File: config.mk
export PLATFORM = sky130hd
export DESIGN_NAME = apb_cmd_arbiter
export DESIGN_NICKNAME = d
export VERILOG_FILES = /design/src/rtl/apb_arb_pkg.sv /design/src/rtl/rr_arb2.sv /design/src/rtl/apb_cmd_arbiter.sv
export SDC_FILE = /design/constraint.sdc
export NUM_CORES = 1
export LEC_CHECK = 0
export CORE_ASPECT_RATIO = 1.4
export CORE_UTILIZATION = 44
export DETAILED_ROUTE_END_ITERATION = 7
export PLACE_DENSITY = 0.86
export REMOVE_ABC_BUFFERS = 1
export SLEW_MARGIN = 5
export SYNTH_ARGS = -nofsm -noshare
export SYNTH_HDL_FRONTEND = slang
export SYNTH_HIERARCHICAL = 1
export SYNTH_SLANG_ARGS = --single-unit
File: constraint.sdc
create_clock -name pclk -period 4.32 [get_ports pclk]
set_clock_uncertainty 0.1 [all_clocks]
set_input_delay 0.432 -clock pclk [delete_from_list [all_inputs] [get_ports pclk]]
set_output_delay 0.432 -clock pclk [all_outputs]
set_load 0.01 [all_outputs]
File: src/rtl/apb_arb_pkg.sv
// rtl/apb_arb_pkg.sv - shared types and constants for the APB command arbiter
package apb_arb_pkg;

    typedef enum logic [1:0] {
        IDLE = 2'd0,
        BUSY = 2'd1,
        RESP = 2'd2
    } arb_state_e;

    localparam logic RW_READ  = 1'b1;
    localparam logic RW_WRITE = 1'b0;

    localparam int DEFAULT_TIMEOUT = 16;

endpackage

File: src/rtl/rr_arb2.sv
// rtl/rr_arb2.sv - two-way round-robin picker with registered last grant
module rr_arb2 (
    input  logic       pclk,
    input  logic       preset,
    input  logic [1:0] valid_i,
    input  logic       update_i,
    output logic [1:0] grant_o,
    output logic       winner_o
);

    logic last_grant_q;

    // A lone requester always wins; on contention the one not served last wins.
    always_comb begin
        winner_o = (valid_i == 2'b11) ? ~last_grant_q : valid_i[1];
        grant_o  = 2'b00;
        if (valid_i != 2'b00) begin
            grant_o = winner_o ? 2'b10 : 2'b01;
        end
    end

    always_ff @(posedge pclk or posedge preset) begin
        if (preset) begin
            last_grant_q <= 1'b1;
        end else if (update_i) begin
            last_grant_q <= winner_o;
        end
    end

endmodule

File: src/rtl/apb_cmd_arbiter.sv
// rtl/apb_cmd_arbiter.sv - round-robin sharing of one APB master command port by two requesters
module apb_cmd_arbiter
    import apb_arb_pkg::*;
#(
    parameter int ADDR_W  = 8,
    parameter int DATA_W  = 8,
    parameter int TIMEOUT = DEFAULT_TIMEOUT
) (
    input  logic              pclk,
    input  logic              preset,
    input  logic              req0_valid,
    output logic              req0_ready,
    input  logic              req0_write,
    input  logic [ADDR_W-1:0] req0_addr,
    input  logic [DATA_W-1:0] req0_wdata,
    output logic              rsp0_valid,
    output logic [DATA_W-1:0] rsp0_rdata,
    output logic              rsp0_err,
    input  logic              req1_valid,
    output logic              req1_ready,
    input  logic              req1_write,
    input  logic [ADDR_W-1:0] req1_addr,
    input  logic [DATA_W-1:0] req1_wdata,
    output logic              rsp1_valid,
    output logic [DATA_W-1:0] rsp1_rdata,
    output logic              rsp1_err,
    output logic              transfer,
    output logic              READ_WRITE,
    output logic [ADDR_W-1:0] apb_write_paddr,
    output logic [DATA_W-1:0] apb_write_data,
    output logic [ADDR_W-1:0] apb_read_paddr,
    input  logic [DATA_W-1:0] apb_read_data_out,
    input  logic              xfer_done
);

    localparam int CNT_W = (TIMEOUT > 2) ? $clog2(TIMEOUT) : 1;
    localparam logic [CNT_W-1:0] CNT_LAST = CNT_W'(TIMEOUT - 1);

    arb_state_e        state_q;
    logic [CNT_W-1:0]  cnt_q;
    logic              cap_write_q;
    logic              cap_idx_q;
    logic [ADDR_W-1:0] cap_addr_q;
    logic [DATA_W-1:0] cap_wdata_q;
    logic [DATA_W-1:0] rsp_rdata_q;
    logic              rsp_err_q;

    logic [1:0] grant;
    logic       winner;
    logic       handshake;
    logic       busy;
    logic       resp;

    rr_arb2 u_rr_arb2 (
        .pclk     (pclk),
        .preset   (preset),
        .valid_i  ({req1_valid, req0_valid}),
        .update_i (handshake),
        .grant_o  (grant),
        .winner_o (winner)
    );

    // Ready is forced low during reset so nothing is accepted while held in reset.
    assign req0_ready = ~preset & (state_q == IDLE) & grant[0];
    assign req1_ready = ~preset & (state_q == IDLE) & grant[1];
    assign handshake  = req0_ready | req1_ready;

    always_ff @(posedge pclk or posedge preset) begin
        if (preset) begin
            state_q     <= IDLE;
            cnt_q       <= '0;
            cap_write_q <= 1'b0;
            cap_idx_q   <= 1'b0;
            cap_addr_q  <= '0;
            cap_wdata_q <= '0;
            rsp_rdata_q <= '0;
            rsp_err_q   <= 1'b0;
        end else begin
            case (state_q)
                IDLE: begin
                    if (handshake) begin
                        state_q     <= BUSY;
                        cnt_q       <= '0;
                        cap_idx_q   <= winner;
                        cap_write_q <= winner ? req1_write : req0_write;
                        cap_addr_q  <= winner ? req1_addr  : req0_addr;
                        cap_wdata_q <= winner ? req1_wdata : req0_wdata;
                    end
                end
                BUSY: begin
                    // Completion takes priority over a timeout landing in the same cycle.
                    if (xfer_done) begin
                        state_q     <= RESP;
                        cnt_q       <= '0;
                        rsp_rdata_q <= cap_write_q ? '0 : apb_read_data_out;
                        rsp_err_q   <= 1'b0;
                    end else if (cnt_q == CNT_LAST) begin
                        state_q     <= RESP;
                        cnt_q       <= '0;
                        rsp_rdata_q <= '0;
                        rsp_err_q   <= 1'b1;
                    end else begin
                        cnt_q <= cnt_q + 1'b1;
                    end
                end
                RESP: begin
                    state_q <= IDLE;
                    cnt_q   <= '0;
                end
                default: state_q <= IDLE;
            endcase
        end
    end

    assign busy = (state_q == BUSY);
    assign resp = (state_q == RESP);

    assign transfer        = busy;
    assign READ_WRITE      = busy & (cap_write_q ? RW_WRITE : RW_READ);
    assign apb_write_paddr = (busy &  cap_write_q) ? cap_addr_q  : '0;
    assign apb_write_data  = (busy &  cap_write_q) ? cap_wdata_q : '0;
    assign apb_read_paddr  = (busy & ~cap_write_q) ? cap_addr_q  : '0;

    assign rsp0_valid = resp & ~cap_idx_q;
    assign rsp1_valid = resp &  cap_idx_q;
    assign rsp0_rdata = rsp0_valid ? rsp_rdata_q : '0;
    assign rsp1_rdata = rsp1_valid ? rsp_rdata_q : '0;
    assign rsp0_err   = rsp0_valid & rsp_err_q;
    assign rsp1_err   = rsp1_valid & rsp_err_q;

endmodule

# Word level (Yosys, flattened, before mapping)
# Index checks and enable logic that the tools add are counted.
[totals] output_inout_bits=48 in_bits=47 ff_bits=34 word_cells=64
[op_classes] n_reduce_logical=8 muxes=25 bitwise=15 add_sub_neg=1 eq_ne=6
[ops] cell="8-bit 2-to-1 mux" count=10
[ops] cell="4-bit 2-to-1 mux" count=3
[ops] cell="4-bit case mux with 3 select lines" count=1
[ops] cell="1-bit AND" count=10
[ops] cell="2-bit 2-to-1 mux" count=5
[ops] cell="2-bit AND reduction" count=4
[ops] cell="1-bit 2-to-1 mux" count=5
[ops] cell="4-bit by 1-bit adder with 4-bit output (second input constant)" count=1
[ops] cell="2-bit == test (second input constant)" count=2
[ops] cell="4-bit == test (second input constant)" count=1
[ops] cell="1-bit inverter" count=4
[ops] cell="2-bit case mux with 2 select lines" count=1
[ops] cell="2-bit nonzero test" count=2
[ops] cell="3-bit by 2-bit != test with 1-bit output (second input constant)" count=1
[ops] cell="3-bit nonzero test" count=1
[ops] cell="2-bit by 1-bit == test with 1-bit output (second input constant)" count=1
[ops] cell="2-bit zero test" count=1
[ops] cell="2-bit != test (second input constant)" count=1
[ops] cell="1-bit OR" count=1

# Logic depth before layout (Yosys ltp)
# Gate-level depths: netlist (run 1).
[logic_depth] depth_word=8 ltp_mapped=8 depth_no_buf=7

# Cells and area by module
# The synthesis (run 1) kept the hierarchy.
[by_module_without_submodules] module="apb_cmd_arbiter" area_each_um2=1888.1 seq_area_each_um2=825.8 cells_per_inst=208 instances=1
[by_module_without_submodules] module="rr_arb2" area_each_um2=75.1 seq_area_each_um2=26.3 cells_per_inst=7 instances=1

# Least setup slack after synthesis (run 1)
# Ideal clock, no wire load.
[synth_path] path_kind="register to output" startpoint="register state_q[1]" endpoint="output apb_write_data[0]" t_arrival_ns=1.402 n_path_buf=2 setup_slack_ns=2.386 t_required_ns=3.788 stages_incl_launch_ff=6 cell_sequence="dfrtp_1 inv_1 ha_1 clkbuf_1 clkbuf_1 and3_1"
[synth_via] elab_chain_len=3
[synth_rtl] element="from (decl)" line="apb_cmd_arbiter.sv:39" source="arb_state_e state_q;"
[synth_rtl] element="from (signal assigned)" line="apb_cmd_arbiter.sv:70" source="state_q <= IDLE;"
[synth_rtl] element="from (signal assigned)" line="apb_cmd_arbiter.sv:82" source="state_q <= BUSY;"
[synth_rtl] element="from (signal assigned)" line="apb_cmd_arbiter.sv:93" source="state_q <= RESP;"
[synth_rtl] element="2-bit by 1-bit == test with 1-bit output" line="apb_cmd_arbiter.sv:115" source="assign busy = (state_q == BUSY);"
[synth_rtl] element="via transfer" line="apb_cmd_arbiter.sv:27" source="output logic transfer,"
[synth_rtl] element="1-bit AND" line="apb_cmd_arbiter.sv:121" source="assign apb_write_data = (busy & cap_write_q) ? cap_wdata_q : '0;"
[synth_rtl] element="8-bit 2-to-1 mux" line="apb_cmd_arbiter.sv:121"
[synth_rtl] element="to (decl)" line="apb_cmd_arbiter.sv:30" source="output logic [DATA_W-1:0] apb_write_data,"
# The timed path passes the listed nets, and every way through them passes these cells.

# Final worst setup path (run 1)
[layout_path] startpoint="register state_q[1]" endpoint="output apb_read_paddr[6]"
[layout_via] elab_chain_len=3
[layout_rtl] element="2-bit by 1-bit == test with 1-bit output" line="apb_cmd_arbiter.sv:115"
[layout_rtl] element="1-bit AND" line="apb_cmd_arbiter.sv:122" source="assign apb_read_paddr = (busy & ~cap_write_q) ? cap_addr_q : '0;"
[layout_rtl] element="8-bit 2-to-1 mux" line="apb_cmd_arbiter.sv:122"
[layout_rtl] element="to (decl)" line="apb_cmd_arbiter.sv:31" source="output logic [ADDR_W-1:0] apb_read_paddr,"
# Every way passes these cells.

==> results of run 1 <==
==> placed cells by master, fill, tap and decap left out <==
cell | synthesis | final
clkbuf_8 | 0 | 5
mux2_4 | 1 | 1
nand2b_1 | 1 | 1
ha_1 | 5 | 5
and2_1 | 20 | 20
a21oi_4 | 1 | 1
or2_4 | 1 | 1
o21ai_0 | 10 | 10
and2b_2 | 1 | 1
nand2_1 | 20 | 20
and2b_1 | 1 | 1
o21ai_2 | 1 | 1
a21boi_2 | 1 | 1
o22ai_1 | 1 | 1
o31ai_1 | 1 | 1
buf_4 | 1 | 2
inv_1 | 6 | 6
a22oi_1 | 1 | 1
a21o_2 | 1 | 1
a21boi_0 | 2 | 2
nor2_1 | 18 | 18
clkbuf_1 | 7 | 2
nand3_1 | 1 | 1
clkdlybuf4s50_1 | 0 | 94
inv_2 | 1 | 1
dfstp_2 | 1 | 1
dfrtp_1 | 33 | 33
nor4_1 | 1 | 1
mux2_2 | 2 | 2
or4b_1 | 1 | 1
and2_2 | 2 | 2
nor2b_1 | 3 | 3
and3_1 | 26 | 26
o41ai_1 | 1 | 1
a21oi_1 | 19 | 19
mux2i_1 | 17 | 17
==> worst paths after layout <==
check | end | startpoint | depth (start not counted) | slack (ps)
max in group asynchronous | cap_wdata_q[1] | preset | 3 | 3320
min | u_rr_arb2/last_grant_q | preset | 2 | 390
min reg2reg | rsp_rdata_q[1] | rsp_rdata_q[1] | 2 | 390
max | apb_read_paddr[6] | state_q[1] | 5 | 1230
max reg2reg | cap_idx_q | u_rr_arb2/last_grant_q | 6 | 2080
min in group pclk | rsp_rdata_q[1] | rsp_rdata_q[1] | 2 | 390
==> flip-flops by register name, summed over array words and instances (netlist names) <==
signal,cells
cap_wdata_q,8
rsp_rdata_q,8
rsp_err_q,1
u_rr_arb2/last_grant_q,1
cap_idx_q,1
cap_addr_q,8
state_q,2
cap_write_q,1
cnt_q,4
==> through the flow <==
| step | hold WS (ps) | util | power [mW] | worst slack, ps | area, µm² |
|---|---|---|---|---|---|
| 2_1_floorplan | 222 | - | 0.983 | 2200 | 1900 |
| 3_3_place_gp | 369 | 0.692 | 1.32 | 1550 | 2930 |
| 3_5_place_dp | 386 | 0.692 | 1.35 | 1500 | 2930 |
| 4_1_cts | 381 | 0.710 | 1.58 | 1180 | 3010 |
| 5_1_grt | 394 | 0.710 | 1.68 | 1020 | 3010 |
| 6_report | 393 | 0.710 | 1.56 | 1230 | 3010 |
==> report_power, final <==
| part | total, mW | internal [mW] | leakage, nW | switching, mW |
|---|---|---|---|---|
| Clock | 0.216 | 0.111 | 0.0383 | 0.105 |
| Combinational | 0.766 | 0.400 | 0.910 | 0.367 |
| Sequential | 0.578 | 0.462 | 0.412 | 0.116 |
| Total | 1.56 | 0.973 | 1.36 | 0.587 |
==> routing by layer <==
metal  global-route usage  wire length [µm]
met5                    0                 0
met4               0.0857                80
met3               0.0494               292
met2                0.405              2550
met1                0.229              1820
==> area by class of cell <==
| class | count | share of cell area |
|---|---|---|
| Multi-Input combinational cell | 160 | 0.340 |
| Timing Repair Buffer | 96 | 0.318 |
| Sequential cell | 34 | 0.283 |
| Clock buffer | 7 | 0.0254 |
| Tap cell | 60 | 0.0250 |
| Inverter | 7 | 0.00874 |
==> cells by family after synthesis <==
kind of cell,count (synthesis)
flops,34
simple gates,96
fa+ha+maj,5
buf+inv,21
mux,20
compound gates,39
==> worst max-delay path: stages (launching register included) <==
cell and delay [ps]:
dfrtp_1 380, inv_1 110, ha_1 580, nor2b_1 470, and2_1 200, clkdlybuf4s50_1 540
==> run metrics, run 1 <==
largest family of logic cells by synthesized area=simple AND/OR/NAND/NOR gates; outcome=finished clean; Pre-antenna DRT Iters=4; ANT cells=0; Pwr Density=519 nW/µm²; Tcrit/Tclk final=0.716; Layout Nets=356; die width=58.5 µm; setup TNS=0 ps; Final Hold Viols=0; CP Data Required Time=3790 ps; clock latency on the worst-skew pair=280 ps; worst vdd ir=0.363 mV; top post-synthesis cells by area=dfrtp_1, mux2i_1, and3_1; Slew @ Worst Pin=630 ps; top post-synthesis cells by count=dfrtp_1, and3_1, and2_1, nand2_1, a21oi_1; area share of fa/ha/maj cells after synthesis=0.0319; All-Layer GR Usage=0.216; Initial Utilization=0.463; Synth top area share=0.421; FF+latch area=852 µm²; crit path kind=reg -> out; Fillers=337; post-synthesis simple-gate area fraction=0.263; Vias/cell=5.01; first-pass GRT wire length=7740 µm; pins over their slew limit=0; share of layout cells above drive strength 1=0.0658; CP endpoint kind=output port; I/O pin total=95; GR Overflow Total=0; synth unique cells=36; top_reg_cell synth=dfrtp_1; FF+latch count, synth=34; clk buf depth=2; P_leak=1.36 nW; CTS H-Tree Depth=2; cts repair resizes=0; most numerous cell in the Yosys netlist=dfrtp_1; multiplexer area fraction after synthesis=0.106; initial antenna violation count=0; Die Y=81.0 µm; vias in the first global route=1750; minimum clock period=3090 ps; root buf cell=clkbuf_8; DRC=0; routed wire length per instance=13.0 µm; # placed instances=357; Rows=28; startpoint types=register; CTS clock-pin slew for the worst setup and hold paths=70 ps; Mean Syn Cell Area=9.13 µm²; DR iter-0 viols=64; post-synthesis sequential area ratio=0.434; Final setup viols=0; Core ar.=4240 µm²; Hold Path Class=in -> async; Final Instance Count excl. Fillers=364; critical path data arrival time=2560 ps; Multi-input gate area=1020 µm²; Post-CTS Setup Inserts=0; post-synth top area cell=dfrtp_1; Slew HR=0.580; xor/xnor share of the synthesized area=0; RSZ-0062 raised after global routing=no; CTS tree=built; synthesis warning total=6; routed vias=1822; Total Wirelength=4750 µm; Layout area overhead=53.2%; EDFF count, synth=0; f_max=323 MHz; port bufs=94; Final HPWL DP=3540 µm; Mapped Area=1960 µm²; # Max-Cap Violations=0; Mapped Cells=215; compound-cell area share of the yosys netlist=0.120; Worst Path Max Fanout=22; largest net degree at the start of global routing=35; Antenna Nets Post-Route=0; Post-CTS Hold Buffers=0; total CTS buffers=5; clock sinks=34; Placer Congestion=0.761; share of flip-flops with an asynchronous set or reset=1.00; full die area=4740 µm²
Note: power is estimated with default switching activity, not from simulation.
==> inputs of run 2 (changes only) <==
--- a/config.mk
+++ b/config.mk
@@ -6,9 +6,9 @@
 export NUM_CORES = 1
 export LEC_CHECK = 0
 export CORE_ASPECT_RATIO = 1.4
-export CORE_UTILIZATION = 44
+export CORE_UTILIZATION = 37
 export DETAILED_ROUTE_END_ITERATION = 7
-export PLACE_DENSITY = 0.86
+export PLACE_DENSITY = 0.77
 export REMOVE_ABC_BUFFERS = 1
 export SLEW_MARGIN = 5
 export SYNTH_ARGS = -nofsm -noshare
==> constraint.sdc (replaced) <==
create_clock -name pclk -period 2.6 [get_ports pclk]
set_clock_uncertainty 0.1 [all_clocks]
set_input_delay 0.26 -clock pclk [delete_from_list [all_inputs] [get_ports pclk]]
set_output_delay 0.26 -clock pclk [all_outputs]
set_load 0.01 [all_outputs]
==> run 2 against run 1 <==
Compared with the run above: count of clock-buffer cells in the layout is the same; critical path type unchanged; wire length down 0.19%; non-clock buffer count increased by 5; setup slack got worse by 970 ps; largest power group unchanged.
==> run metrics, run 2 (synthesis gave the netlist of run 1 again) <==
outcome=finished clean; met2 usage=0.314 (-0.0903); post-place setup slack=369 ps (-1130 ps); Top Registers=cap_addr_q: 8 flops, cap_wdata_q: 8 flops, rsp_rdata_q: 8 flops; Pre-antenna DRT Iters=4 (unchanged); Hold Path Class=in -> async; first-pass GRT wire length=7790 µm (+0.63%); commonest cells after routing, fill and taps aside=clkdlybuf4s50_1, dfrtp_1, and3_1; Post-CTS Setup Inserts=0 (unchanged); minimum clock period=2340 ps; f_max=427 MHz; share of layout cells above drive strength 1=0.0903 (+0.0245); initial antenna violation count=0 (unchanged); # placed instances=368 (+3.1%); routed wire length per instance=12.6 µm (-3.4%); CP endpoint kind=output port; critical path data arrival time=1980 ps (-580 ps); Worst Path Max Fanout=10 (-55%); final instance area=3070 µm² (+2.1%); Vias/cell=4.80 (-4.1%); crit path kind=reg -> out; largest net degree at the start of global routing=26 (-26%); CTS clock-pin slew for the worst setup and hold paths=70 ps (about the same); CP Data Required Time=2240 ps (-1550 ps); DR iter-0 viols=57 (-11%); Post-CTS Hold Buffers=0 (unchanged); Tcrit/Tclk final=0.900; Slew @ Worst Pin=565 ps (-64.9 ps); clk buf depth=2 (unchanged); clock latency on the worst-skew pair=280 ps (about the same); worst vdd ir=0.427 mV (+18%); busiest grt layer=met2; vias in the first global route=1699 (-2.9%); Initial Utilization=0.381 (-0.0826); port bufs=94 (unchanged); Layout area overhead=56.4%; root buf cell=clkbuf_8; setup TNS=0 ps (unchanged); RSZ-0062 raised after global routing=no; Total Wirelength=4740 µm (-0.19%); Rows=31 (+11%); DRC=0 (unchanged); Final setup viols=0 (unchanged); Post-DP Area=2980 µm² (+1.5%); CTS H-Tree Depth=2 (unchanged); startpoint types=register; post-layout util=0.595 (-0.114); full die area=5610 µm² (+18%); Final HPWL DP=3580 µm (+1.1%); Placer Congestion=0.738 (-3.0%); Pwr Density=865 nW/µm² (+67%); # Max-Cap Violations=0 (unchanged); total CTS buffers=5 (unchanged); P_leak=1.40 nW (+2.6%); Slew HR=0.623 (+0.0432); met1 Resource Use GR=0.207 (-0.0214); Final Instance Count excl. Fillers=376 (+3.3%); met3 Track Usage GR=0.0391 (-0.0103); All-Layer GR Usage=0.177 (-0.0382); routed vias=1805 (-0.93%); Die Y=88.2 µm (+8.8%); Fillers=457 (+36%); GR Overflow Total=0 (unchanged); CTS tree=built; I/O pin total=95 (unchanged); Layout Nets=361 (+1.4%); worst setup margin=260 ps (-967 ps); clock sinks=34 (unchanged); Antenna Nets Post-Route=0 (unchanged); pins over their slew limit=0 (unchanged); Final Hold Viols=0 (unchanged); ANT cells=0 (unchanged); Core ar.=5160 µm² (+22%); most common cell after layout, fill and taps aside=clkdlybuf4s50_1; die width=63.6 µm (+8.7%)
[run 2: cell types whose count changed in the layout (fill, tap and decap cells not counted)]
| cell | change |
|---|---|
| buf_4 | +5 |
| clkbuf_1 | -1 |
| clkbuf_8 | +1 |
| clkinv_2 | +1 |
| nor2b_1 | -1 |
| nor2b_2 | +1 |
[run 2: worst max-delay path, cell delays in order, from the launching register on]
cell	delay (ps)
dfrtp_1	390
inv_1	110
ha_1	170
nor2b_2	320
and2_1	180
clkdlybuf4s50_1	530
[run 2: worst paths after layout]
| kind | from | endpoint | slack (ps) | cells past startpoint |
|---|---|---|---|---|
| setup / recovery | state_q[0] | rsp0_rdata[2] | 260 | 5 |
| hold / removal | preset | cap_wdata_q[2] | 190 | 2 |
| setup reg to reg | u_rr_arb2/last_grant_q | cap_wdata_q[6] | 600 | 8 |
| hold reg to reg | rsp_rdata_q[5] | rsp_rdata_q[5] | 390 | 2 |
| max in group asynchronous | preset | cap_addr_q[1] | 1560 | 3 |
| min in group pclk | rsp_rdata_q[5] | rsp_rdata_q[5] | 390 | 2 |
[run 2: repair_timing]
| action | in CTS | in global routing |
|---|---|---|
| endpoints found under the hold margin | 0 | 0 |
| setup endpoints to repair | 0 | 9 |
| resized for setup | 0 | 1 |
[run 2: layer usage]
metal	part of all wire	routed length, µm
met5	0	0
met4	0.018	85
met3	0.048	226
met2	0.51	2410
met1	0.42	2010
[run 2: layout make-up]
| type | instances | area [µm²] | share of cell area |
|---|---|---|---|
| clock buffer | 7 | 86.3 | 0.0281 |
| clock inverter | 1 | 5.00 | 0.00163 |
| inverter | 7 | 26.3 | 0.00856 |
| multi-input combinational | 160 | 1020 | 0.334 |
| sequential | 34 | 852 | 0.278 |
| tap | 66 | 82.6 | 0.0269 |
| timing repair buffer | 101 | 993 | 0.324 |
[run 2: per-stage QoR]
step	total power, mW	hold slack, ps
2_1_floorplan	1.63	49.7
3_3_place_gp	2.25	374
3_5_place_dp	2.28	379
4_1_cts	2.68	191
5_1_grt	2.87	226
6_report	2.66	192
[run 2: report_power, final]
part	leakage (nW)	switching [mW]	internal, mW
clock	0.0482	0.184	0.214
sequential	0.412	0.173	0.767
combinational	0.936	0.619	0.699
total	1.40	0.976	1.68
